File: config.mk
export PLATFORM = sky130hd
export DESIGN_NAME = div_unit_flat
export DESIGN_NICKNAME = d
export VERILOG_FILES = /design/src/rtl/div_unit_pkg.sv /design/src/rtl/div_unit_if.sv /design/src/rtl/div_unit_step.sv /design/src/rtl/div_unit.sv /design/src/flat_wrapper.sv
export SDC_FILE = /design/constraint.sdc
export NUM_CORES = 1
export LEC_CHECK = 0
export BUFFER_PORTS_ARGS = -buffer_cell sky130_fd_sc_hd__clkbuf_2
export CORE_UTILIZATION = 54
export CTS_CLUSTER_DIAMETER = 120
export DETAILED_ROUTE_END_ITERATION = 10
export GPL_TIMING_DRIVEN = 0
export PLACE_DENSITY_LB_ADDON = 0.3
export SLEW_MARGIN = 15
export SYNTH_ARGS = -nofsm -noshare
export SYNTH_HDL_FRONTEND = slang
export SYNTH_HIERARCHICAL = 1
export SYNTH_SLANG_ARGS = --single-unit
File: constraint.sdc
create_clock -name clk -period 3.8 [get_ports clk]
set_clock_uncertainty 0.15 [all_clocks]
set_input_delay 0.76 -clock clk [delete_from_list [all_inputs] [get_ports clk]]
set_output_delay 0.76 -clock clk [all_outputs]
set_load 0.1 [all_outputs]
File: src/rtl/div_unit_pkg.sv
// Shared constants for the EX-stage restoring divider: widths, FSM encodings
// and handshake levels.
package div_unit_pkg;

  localparam int DIV_DATA_W = 32;
  localparam int DIV_CNT_W  = 6;

  localparam logic [1:0] DivFree   = 2'b00;
  localparam logic [1:0] DivByZero = 2'b01;
  localparam logic [1:0] DivOn     = 2'b10;
  localparam logic [1:0] DivEnd    = 2'b11;

  localparam logic DivResultReady    = 1'b1;
  localparam logic DivResultNotReady = 1'b0;
  localparam logic DivStart          = 1'b1;
  localparam logic DivStop           = 1'b0;

endpackage

File: src/rtl/div_unit_if.sv
// EX <-> divider request/result bundle.
// EX raises start_i with operands and holds it until it sees ready_o=1; the
// result stays valid while start_i remains high, and dropping start_i releases it.
interface div_unit_if #(
  parameter int DATA_W = 32
);
  logic                  signed_div_i;
  logic [DATA_W-1:0]     opdata1_i;
  logic [DATA_W-1:0]     opdata2_i;
  logic                  start_i;
  logic                  annul_i;
  logic [2*DATA_W-1:0]   result_o;
  logic                  ready_o;

  modport master (
    output signed_div_i, opdata1_i, opdata2_i, start_i, annul_i,
    input  result_o, ready_o
  );

  modport slave (
    input  signed_div_i, opdata1_i, opdata2_i, start_i, annul_i,
    output result_o, ready_o
  );
endinterface

File: src/rtl/div_unit_step.sv
// One restoring-division step: shift {rem,dvd} left, trial-subtract the divisor
// and shift the resulting quotient bit into the low end of dvd.
module div_unit_step #(
  parameter int W = 32
) (
  input  logic [W-1:0] rem,
  input  logic [W-1:0] dvd,
  input  logic [W-1:0] divisor,
  output logic [W-1:0] rem_nxt,
  output logic [W-1:0] dvd_nxt
);

  logic [W:0] trial;
  logic [W:0] diff;

  // rem < divisor keeps trial below 2*divisor, so diff[W] is exactly the borrow.
  always_comb begin
    trial = {rem, dvd[W-1]};
    diff  = trial - {1'b0, divisor};
    if (!diff[W]) begin
      rem_nxt = diff[W-1:0];
      dvd_nxt = {dvd[W-2:0], 1'b1};
    end else begin
      rem_nxt = trial[W-1:0];
      dvd_nxt = {dvd[W-2:0], 1'b0};
    end
  end

endmodule

File: src/rtl/div_unit.sv
// Multi-cycle DIV/DIVU: one quotient bit per cycle on magnitudes, sign fix at
// the end, result {remainder, quotient} held while EX keeps start_i high.
module div_unit
  import div_unit_pkg::*;
#(
  parameter int DATA_W = DIV_DATA_W,
  parameter int CNT_W  = DIV_CNT_W
) (
  input  logic       clk,
  input  logic       rst,
  div_unit_if.slave  bus,
  output logic [1:0] state
);

  logic [CNT_W-1:0]  cnt;
  logic [DATA_W-1:0] rem;
  logic [DATA_W-1:0] dvd;
  logic [DATA_W-1:0] divisor;
  logic              sign1;
  logic              sign2;
  logic              signed_r;

  logic [DATA_W-1:0] rem_nxt;
  logic [DATA_W-1:0] dvd_nxt;
  logic [DATA_W-1:0] abs1;
  logic [DATA_W-1:0] abs2;
  logic [DATA_W-1:0] q_fix;
  logic [DATA_W-1:0] r_fix;

  div_unit_step #(.W(DATA_W)) u_step (
    .rem     (rem),
    .dvd     (dvd),
    .divisor (divisor),
    .rem_nxt (rem_nxt),
    .dvd_nxt (dvd_nxt)
  );

  // Magnitudes wrap mod 2^DATA_W, so the most negative value maps to itself.
  always_comb begin
    abs1  = (bus.signed_div_i && bus.opdata1_i[DATA_W-1]) ? -bus.opdata1_i : bus.opdata1_i;
    abs2  = (bus.signed_div_i && bus.opdata2_i[DATA_W-1]) ? -bus.opdata2_i : bus.opdata2_i;
    q_fix = (signed_r && (sign1 ^ sign2)) ? -dvd : dvd;
    r_fix = (signed_r && sign1) ? -rem : rem;
  end

  always_ff @(posedge clk) begin
    if (rst) begin
      state        <= DivFree;
      cnt          <= '0;
      rem          <= '0;
      dvd          <= '0;
      divisor      <= '0;
      sign1        <= 1'b0;
      sign2        <= 1'b0;
      signed_r     <= 1'b0;
      bus.result_o <= '0;
      bus.ready_o  <= DivResultNotReady;
    end else begin
      case (state)
        DivFree: begin
          bus.ready_o  <= DivResultNotReady;
          bus.result_o <= '0;
          if (bus.start_i == DivStart && !bus.annul_i) begin
            if (bus.opdata2_i == '0) begin
              state <= DivByZero;
            end else begin
              state    <= DivOn;
              cnt      <= '0;
              rem      <= '0;
              dvd      <= abs1;
              divisor  <= abs2;
              sign1    <= bus.opdata1_i[DATA_W-1];
              sign2    <= bus.opdata2_i[DATA_W-1];
              signed_r <= bus.signed_div_i;
            end
          end
        end
        DivByZero: begin
          bus.result_o <= '0;
          bus.ready_o  <= DivResultReady;
          state        <= DivEnd;
        end
        DivOn: begin
          if (bus.annul_i) begin
            state <= DivFree;
          end else if (cnt != CNT_W'(DATA_W)) begin
            rem <= rem_nxt;
            dvd <= dvd_nxt;
            cnt <= cnt + 1'b1;
          end else begin
            bus.result_o <= {r_fix, q_fix};
            bus.ready_o  <= DivResultReady;
            state        <= DivEnd;
          end
        end
        DivEnd: begin
          // annul_i is deliberately ignored here: EX already owns the result.
          if (bus.start_i == DivStop) begin
            state        <= DivFree;
            bus.ready_o  <= DivResultNotReady;
            bus.result_o <= '0;
          end
        end
        default: state <= DivFree;
      endcase
    end
  end

endmodule

File: src/flat_wrapper.sv
// flat-port wrapper written by rule: the top's interface ports become plain ports
module div_unit_flat import div_unit_pkg::*;
#(
  parameter int DATA_W = DIV_DATA_W,
  parameter int CNT_W  = DIV_CNT_W
)
  (clk, rst, state, bus_signed_div_i, bus_opdata1_i, bus_opdata2_i, bus_start_i, bus_annul_i, bus_result_o, bus_ready_o);
  div_unit_if #(.DATA_W(DATA_W)) bus_i ();
  input  logic clk;
  input  logic rst;
  output logic [1:0] state;
  input wire logic [$bits(bus_i.signed_div_i)-1:0] bus_signed_div_i;
  input wire logic [$bits(bus_i.opdata1_i)-1:0] bus_opdata1_i;
  input wire logic [$bits(bus_i.opdata2_i)-1:0] bus_opdata2_i;
  input wire logic [$bits(bus_i.start_i)-1:0] bus_start_i;
  input wire logic [$bits(bus_i.annul_i)-1:0] bus_annul_i;
  output wire logic [$bits(bus_i.result_o)-1:0] bus_result_o;
  output wire logic [$bits(bus_i.ready_o)-1:0] bus_ready_o;
  assign bus_i.signed_div_i = bus_signed_div_i;
  assign bus_i.opdata1_i = bus_opdata1_i;
  assign bus_i.opdata2_i = bus_opdata2_i;
  assign bus_i.start_i = bus_start_i;
  assign bus_i.annul_i = bus_annul_i;
  assign bus_result_o = bus_i.result_o;
  assign bus_ready_o = bus_i.ready_o;
  div_unit #(.DATA_W(DATA_W), .CNT_W(CNT_W)) u_core (.clk(clk), .rst(rst), .bus(bus_i), .state(state));
endmodule
**Word level (Yosys, flattened, before mapping)**

Index checks and enable logic that the tools add are counted.

- Add/sub/neg operators: 6
- Equal/unequal tests: 11
- Mux-type cells: 35
- Bitwise gates (word level): 2
- Reduce and logical (&&, ||, !) cells: 14

Operators by type and width:

| cell | number |
|---|---|
| two-way mux 32 bit | 13 |
| two-way mux 64 bit | 3 |
| case mux 64 bit (3 select lines) | 1 |
| negator 32 bit | 4 |
| case mux 32 bit (2 select lines) | 2 |
| subtractor 33 x 32 -> 33 bit | 1 |
| zero test 32 bit | 1 |
| two-way mux 6 bit | 4 |
| case mux 6 bit (2 select lines) | 1 |
| two-way mux 2 bit | 5 |
| AND reduction 3 bit | 3 |
| inequality test 2 bit, second input constant | 4 |
| case mux 2 bit (4 select lines) | 1 |
| adder 6 x 1 -> 6 bit, second input constant | 1 |
| inequality test 6 bit, second input constant | 1 |
| logical AND 1 bit | 5 |
| AND reduction 5 bit | 1 |
| == test 2 bit, second input constant | 2 |
| two-way mux 1 bit | 4 |
| inequality test 2 x 1 -> 1 bit, second input constant | 2 |
| case mux 1 bit (4 select lines) | 1 |
| inequality test 3 bit, second input constant | 1 |
| == test 2 x 1 -> 1 bit, second input constant | 1 |
| zero test 2 bit | 1 |
| 5 further kinds | 5 |

- Register bits after elaboration: 172
- Input port bits: 69
- Output and inout port bits: 67
- Logic and storage cells: 78

**Depth between registers and ports, before layout**

- Word-level depth: 6
- Gate-level depth with buffers: 17
- Gate-level depth less buffers: 15

**Cells and area by module**

The synthesis kept the hierarchy.

Modules (own cells, without submodules):

| module | instances | cells an instance | area an instance (um2) | seq. area each (um2) |
|---|---|---|---|---|
| div_unit | 1 | 1251 | 9858.2 | 3443.3 |
| div_unit_step | 1 | 336 | 2591.2 | 0.0 |

**Worst setup path before layout**

OpenSTA, ideal clock, no wires.

- Path type: flip-flop to flip-flop
- Start: register u_core.dvd[31]
- End: register u_core.rem[10]
- Library setup time: 0.132 ns
- Data arrival time: 3.268 ns
- Data required time: 3.518 ns
- Setup slack: 0.250 ns
- Stages on the path, launching flop included: 18
- Buffers on the path: 2
- Period minus slack after synthesis: 3.550 ns
- Cells stage by stage: dfxtp_1 inv_1 ha_1 fa_1 and2b_1 o2111ai_2 a21oi_2 o2111ai_1 a211oi_2 nor2_4 mux2i_4 and2_4 buf_12 inv_8 buf_12 mux2_4 nand4_1 a21oi_1

- Cells in the longest elaborated chain, start to end: 5

Ends and longest elaborated chain:

| item | RTL line | RTL |
|---|---|---|
| start: declaration | div_unit.sv:17 | `logic [DATA_W-1:0] dvd;` |
| start signal: assignment | div_unit.sv:70 | `dvd <= abs1;` |
| start signal: assignment | div_unit.sv:88 | `dvd <= dvd_nxt;` |
| subtractor 33 x 32 -> 33 bit | div_unit_step.sv:19 | `diff = trial - {1'b0, divisor};` |
| two-way mux 32 bit | div_unit_step.sv:20 | `if (!diff[W]) begin` |
| named net u_core.rem_nxt[10] | div_unit.sv:23 | `logic [DATA_W-1:0] rem_nxt;` |
| two-way mux 32 bit | div_unit.sv:86 | `end else if (cnt != CNT_W'(DATA_W)) begin` |
| two-way mux 32 bit | div_unit.sv:84 | `if (bus.annul_i) begin` |
| case mux 32 bit (2 select lines) | div_unit.sv:59 | `case (state)` |
| end signal: assignment | div_unit.sv:87 | `rem <= rem_nxt;` |
| end: declaration | div_unit.sv:16 | `logic [DATA_W-1:0] rem;` |

The timed path passes the listed nets, and every way through them passes these cells. The select of a mux whose other input is x is not followed.
A chain may end at the register's enable or synchronous reset.

**Final worst setup path**

- Start: register u_core.dvd[31]
- End: register u_core.rem[26]

Same word-level chain as after synthesis.

==> impl_results.md <==
* Chip height at between 150 and 200 um
* Core area at approximately 0.023 sq mm
* Hold Path Class: reg2reg
* CP Capture Type: register
* Leakage at between 0.005 and 0.006 uW
* Final period utilization at between 90% and 100%
* CP Cell Sequence: inv_2 > ha_2 > fa_2 > and2b_1 > o2111ai_2 > a21oi_2 > o2111ai_2 > a211oi_2 > nor2_4 > mux2i_4 > and2_4 > clkinv_8 > buf_12 > mux2_4 > nand4_1 > a21oi_1
* Post-synth cell types at between 90 and 100
* Most common cell after layout, fill and taps aside: dfxtp_1
* Count of flip-flops with a built-in enable after synthesis at 0
* Pins Over Slew Limit at 0
* Rel. slew slack at roughly 33%
* Initial antenna violation count at 0
* Dpl cell area at 0.0135 sq mm
* Hold Buf Count CTS at 0
* CP dominant cell by count: o2111ai_2
* Routed len/inst at 19.9 um
* Final WL at between 40,000 and 50,000 um
* FP Rows at 55
* Top_reg_cell synth: dfxtp_1
* Worst-margin pin slew at 0.987 ns
* Syn Area/Cell at 7.84 sq um
* Area Overhead vs Synth at 14.0%
* Post-Layout Inst Area at around 0.014 sq mm
* TritonRoute pass-1 iters at 6
* Post-Synthesis Cells at 1,587
* Final worst slack at slightly above 0.07 ns
* Critical path class: reg2reg
* Clock Latency Late Sink at 0.43 ns
* Antenna Cells at 0
* Die W at ~150 um
* CP Data Arrival Time at between 3 and 4 ns
* CTS Sinks at 172
* Fmax achieved at around 270 MHz
* Number of synthesized register bits at ~170
* Starting Density at between 50% and 60%
* Congestion Overflow GR at 0
* Sequential area share after synthesis at between 20% and 30%
* GP Congestion at 0.980
* Final setup fails at 0
* Fraction of layout cells with a size suffix above 1 at between 10% and 20%
* Power Dens Cells at about 490 mW/mm^2
* VDD IR max at between 0.5 and 0.6 mV
* CTS Buffer Depth at 2
* DRC at 0
* Syn Nets at between 1,500 and 2,000
* Ports at 136
* Worst slack at placement at -0.457 ns
* Synth warn at 6
* Vias in the first global route at between 10,000 and 15,000
* Cell Area, Synth at 0.0124 sq mm
* Nets@finish at between 1,500 and 2,000
* H-tree levels at 4
* Synth async-reset ratio at 0%
* CTS root buf: clkbuf_16
* GRT Util Overall at between 30% and 40%
* Worst-path clk slew at 0.07 ns
* CP peak stage delay at 0.39 ns
* Fin. Hold Viols at 0
* Worst Path Required at 3.94 ns
* First-pass GRT wire length at 63,500 um
* Status: finished clean
* Die footprint at 0.0237 sq mm
* IO buf count at ~130
* Iter 0 DRT Violations at 1,548
* Vias per cell at between 6 and 7
* Num CTS Buffers at 17
* Largest net degree at the start of global routing at 17
* Vias post-DR at between 10,000 and 15,000
* Detail Placement HPWL at 30,800 um
* Critical-path top delay cell: dfxtp_4
* Final min period at between 3 and 4 ns
* Max Cap Viol at 0
* CP startpoint kind: register
* CP max FO at 7
* Most frequent cells in the layout: 170 x dfxtp_1, 140 x a21oi_1, 131 x clkbuf_2
* CTS tree: done
* Detail Route Antenna Nets at 0
metal layers:
| layer | wire length [um] | up-vias | global-route usage, % |
|---|---|---|---|
| met4 | 585 | 0 | 8.52 |
| met3 | 4190 | 48 | 6.09 |
| met5 | 0 | - | 0 |
| met1 | 18300 | 6116 | 49.1 |
| met2 | 17500 | 724 | 50.8 |
| li1 | - | 6197 | - |
where the power goes:
group	leakage, uW	switching (uW)	total (uW)	internal (uW)
logic	0.00370	1850	2890	1050
registers	0.00140	213	2180	1970
clock network	0.000291	784	1870	1080
total	0.00538	2840	6940	4100
state kept, by name, summed over array words and instances, names as in the netlist:
name                 count
u_core/bus.result_o     64
u_core/bus.ready_o       1
u_core/divisor          32
u_core/cnt               6
u_core/sign2             1
u_core/rem              32
u_core/dvd              32
u_core/state             2
u_core/sign1             1
u_core/signed_r          1
worst paths after layout:
path	slack (ns)	start	cells after the start	endpoint
min	0.30	u_core/bus.result_o[47]	2	u_core/bus.result_o[47]
max	0.07	u_core/dvd[31]	16	u_core/rem[26]
max reg2reg	0.07	u_core/dvd[31]	16	u_core/rem[26]
min reg2reg	0.30	u_core/bus.result_o[47]	2	u_core/bus.result_o[47]
logic make-up (layout without fill, tap and decap cells):
logic type,count (synthesis),in the layout,share of synthesized area [%]
AOI/OAI and AO/OA,524,524,27.1
muxes,31,31,3.43
xor gates and xnor gates,123,123,8.65
and+or+nand+nor,470,470,20.1
DFF,172,172,27.7
buffers and inverters,223,395,8.57
adders and majority gates,44,44,4.48
Yosys cell counts, drive strengths merged, types with 45 or more instances:
library cell | number | share of area, %
dfxtp | 172 | 28
a21oi | 144 | 5.9
o21ai | 122 | 4.9
nand2 | 110 | 3.3
clkbuf | 95 | 2.9
xnor2 | 88 | 6.2
nor2 | 87 | 2.7
inv | 73 | 2.3
nand4 | 58 | 2.9
buf | 53 | 3.3
a31oi | 47 | 2.4
a211oi | 46 | 2.8
nor3 | 45 | 1.8
stage by stage:
step / std cells / setup TNS (ns) / total power (uW) / hold WS (ns) / utilization, %
2_1_floorplan: 1587 / 0 / 4180 / 0.300 / -
3_3_place_gp: 2003 / -7.52 / 4900 / 0.284 / 59.5
3_5_place_dp: 2003 / -8.95 / 4940 / 0.295 / 59.5
4_1_cts: 2037 / 0 / 6810 / 0.312 / 62.3
5_1_grt: 2044 / -0.00823 / 7250 / 0.334 / 62.7
6_report: 2044 / 0 / 6940 / 0.305 / 62.7
cell type report:
class,count,area (sq um)
multi-input combinational,1192,7970
buffer,149,766
timing repair buffer,141,748
sequential,172,3450
clock inverter,11,156
inverter,73,287
clock buffer,21,460
fill,2049,8450
tap,285,357
worst max-delay path, delay by kind of cell, from the launching register on:
kind            cells  cell delay, ns
buf+inv             3            0.28
fa+ha+maj           2            0.59
simple gates        4            0.65
flops               1            0.39
mux                 2            0.46
compound gates      5            1.06
repair_timing:
| action | 4_1_cts | 5_1_grt |
|---|---|---|
| resized for setup | 4 | 5 |
| pin swaps | 3 | 8 |
| hold endpoints to repair | 0 | 0 |
| setup endpoints to repair | 33 | 19 |
| cloned | 0 | 1 |
| setup buffers | 2 | 7 |
Power figures use the tool's default switching activity.
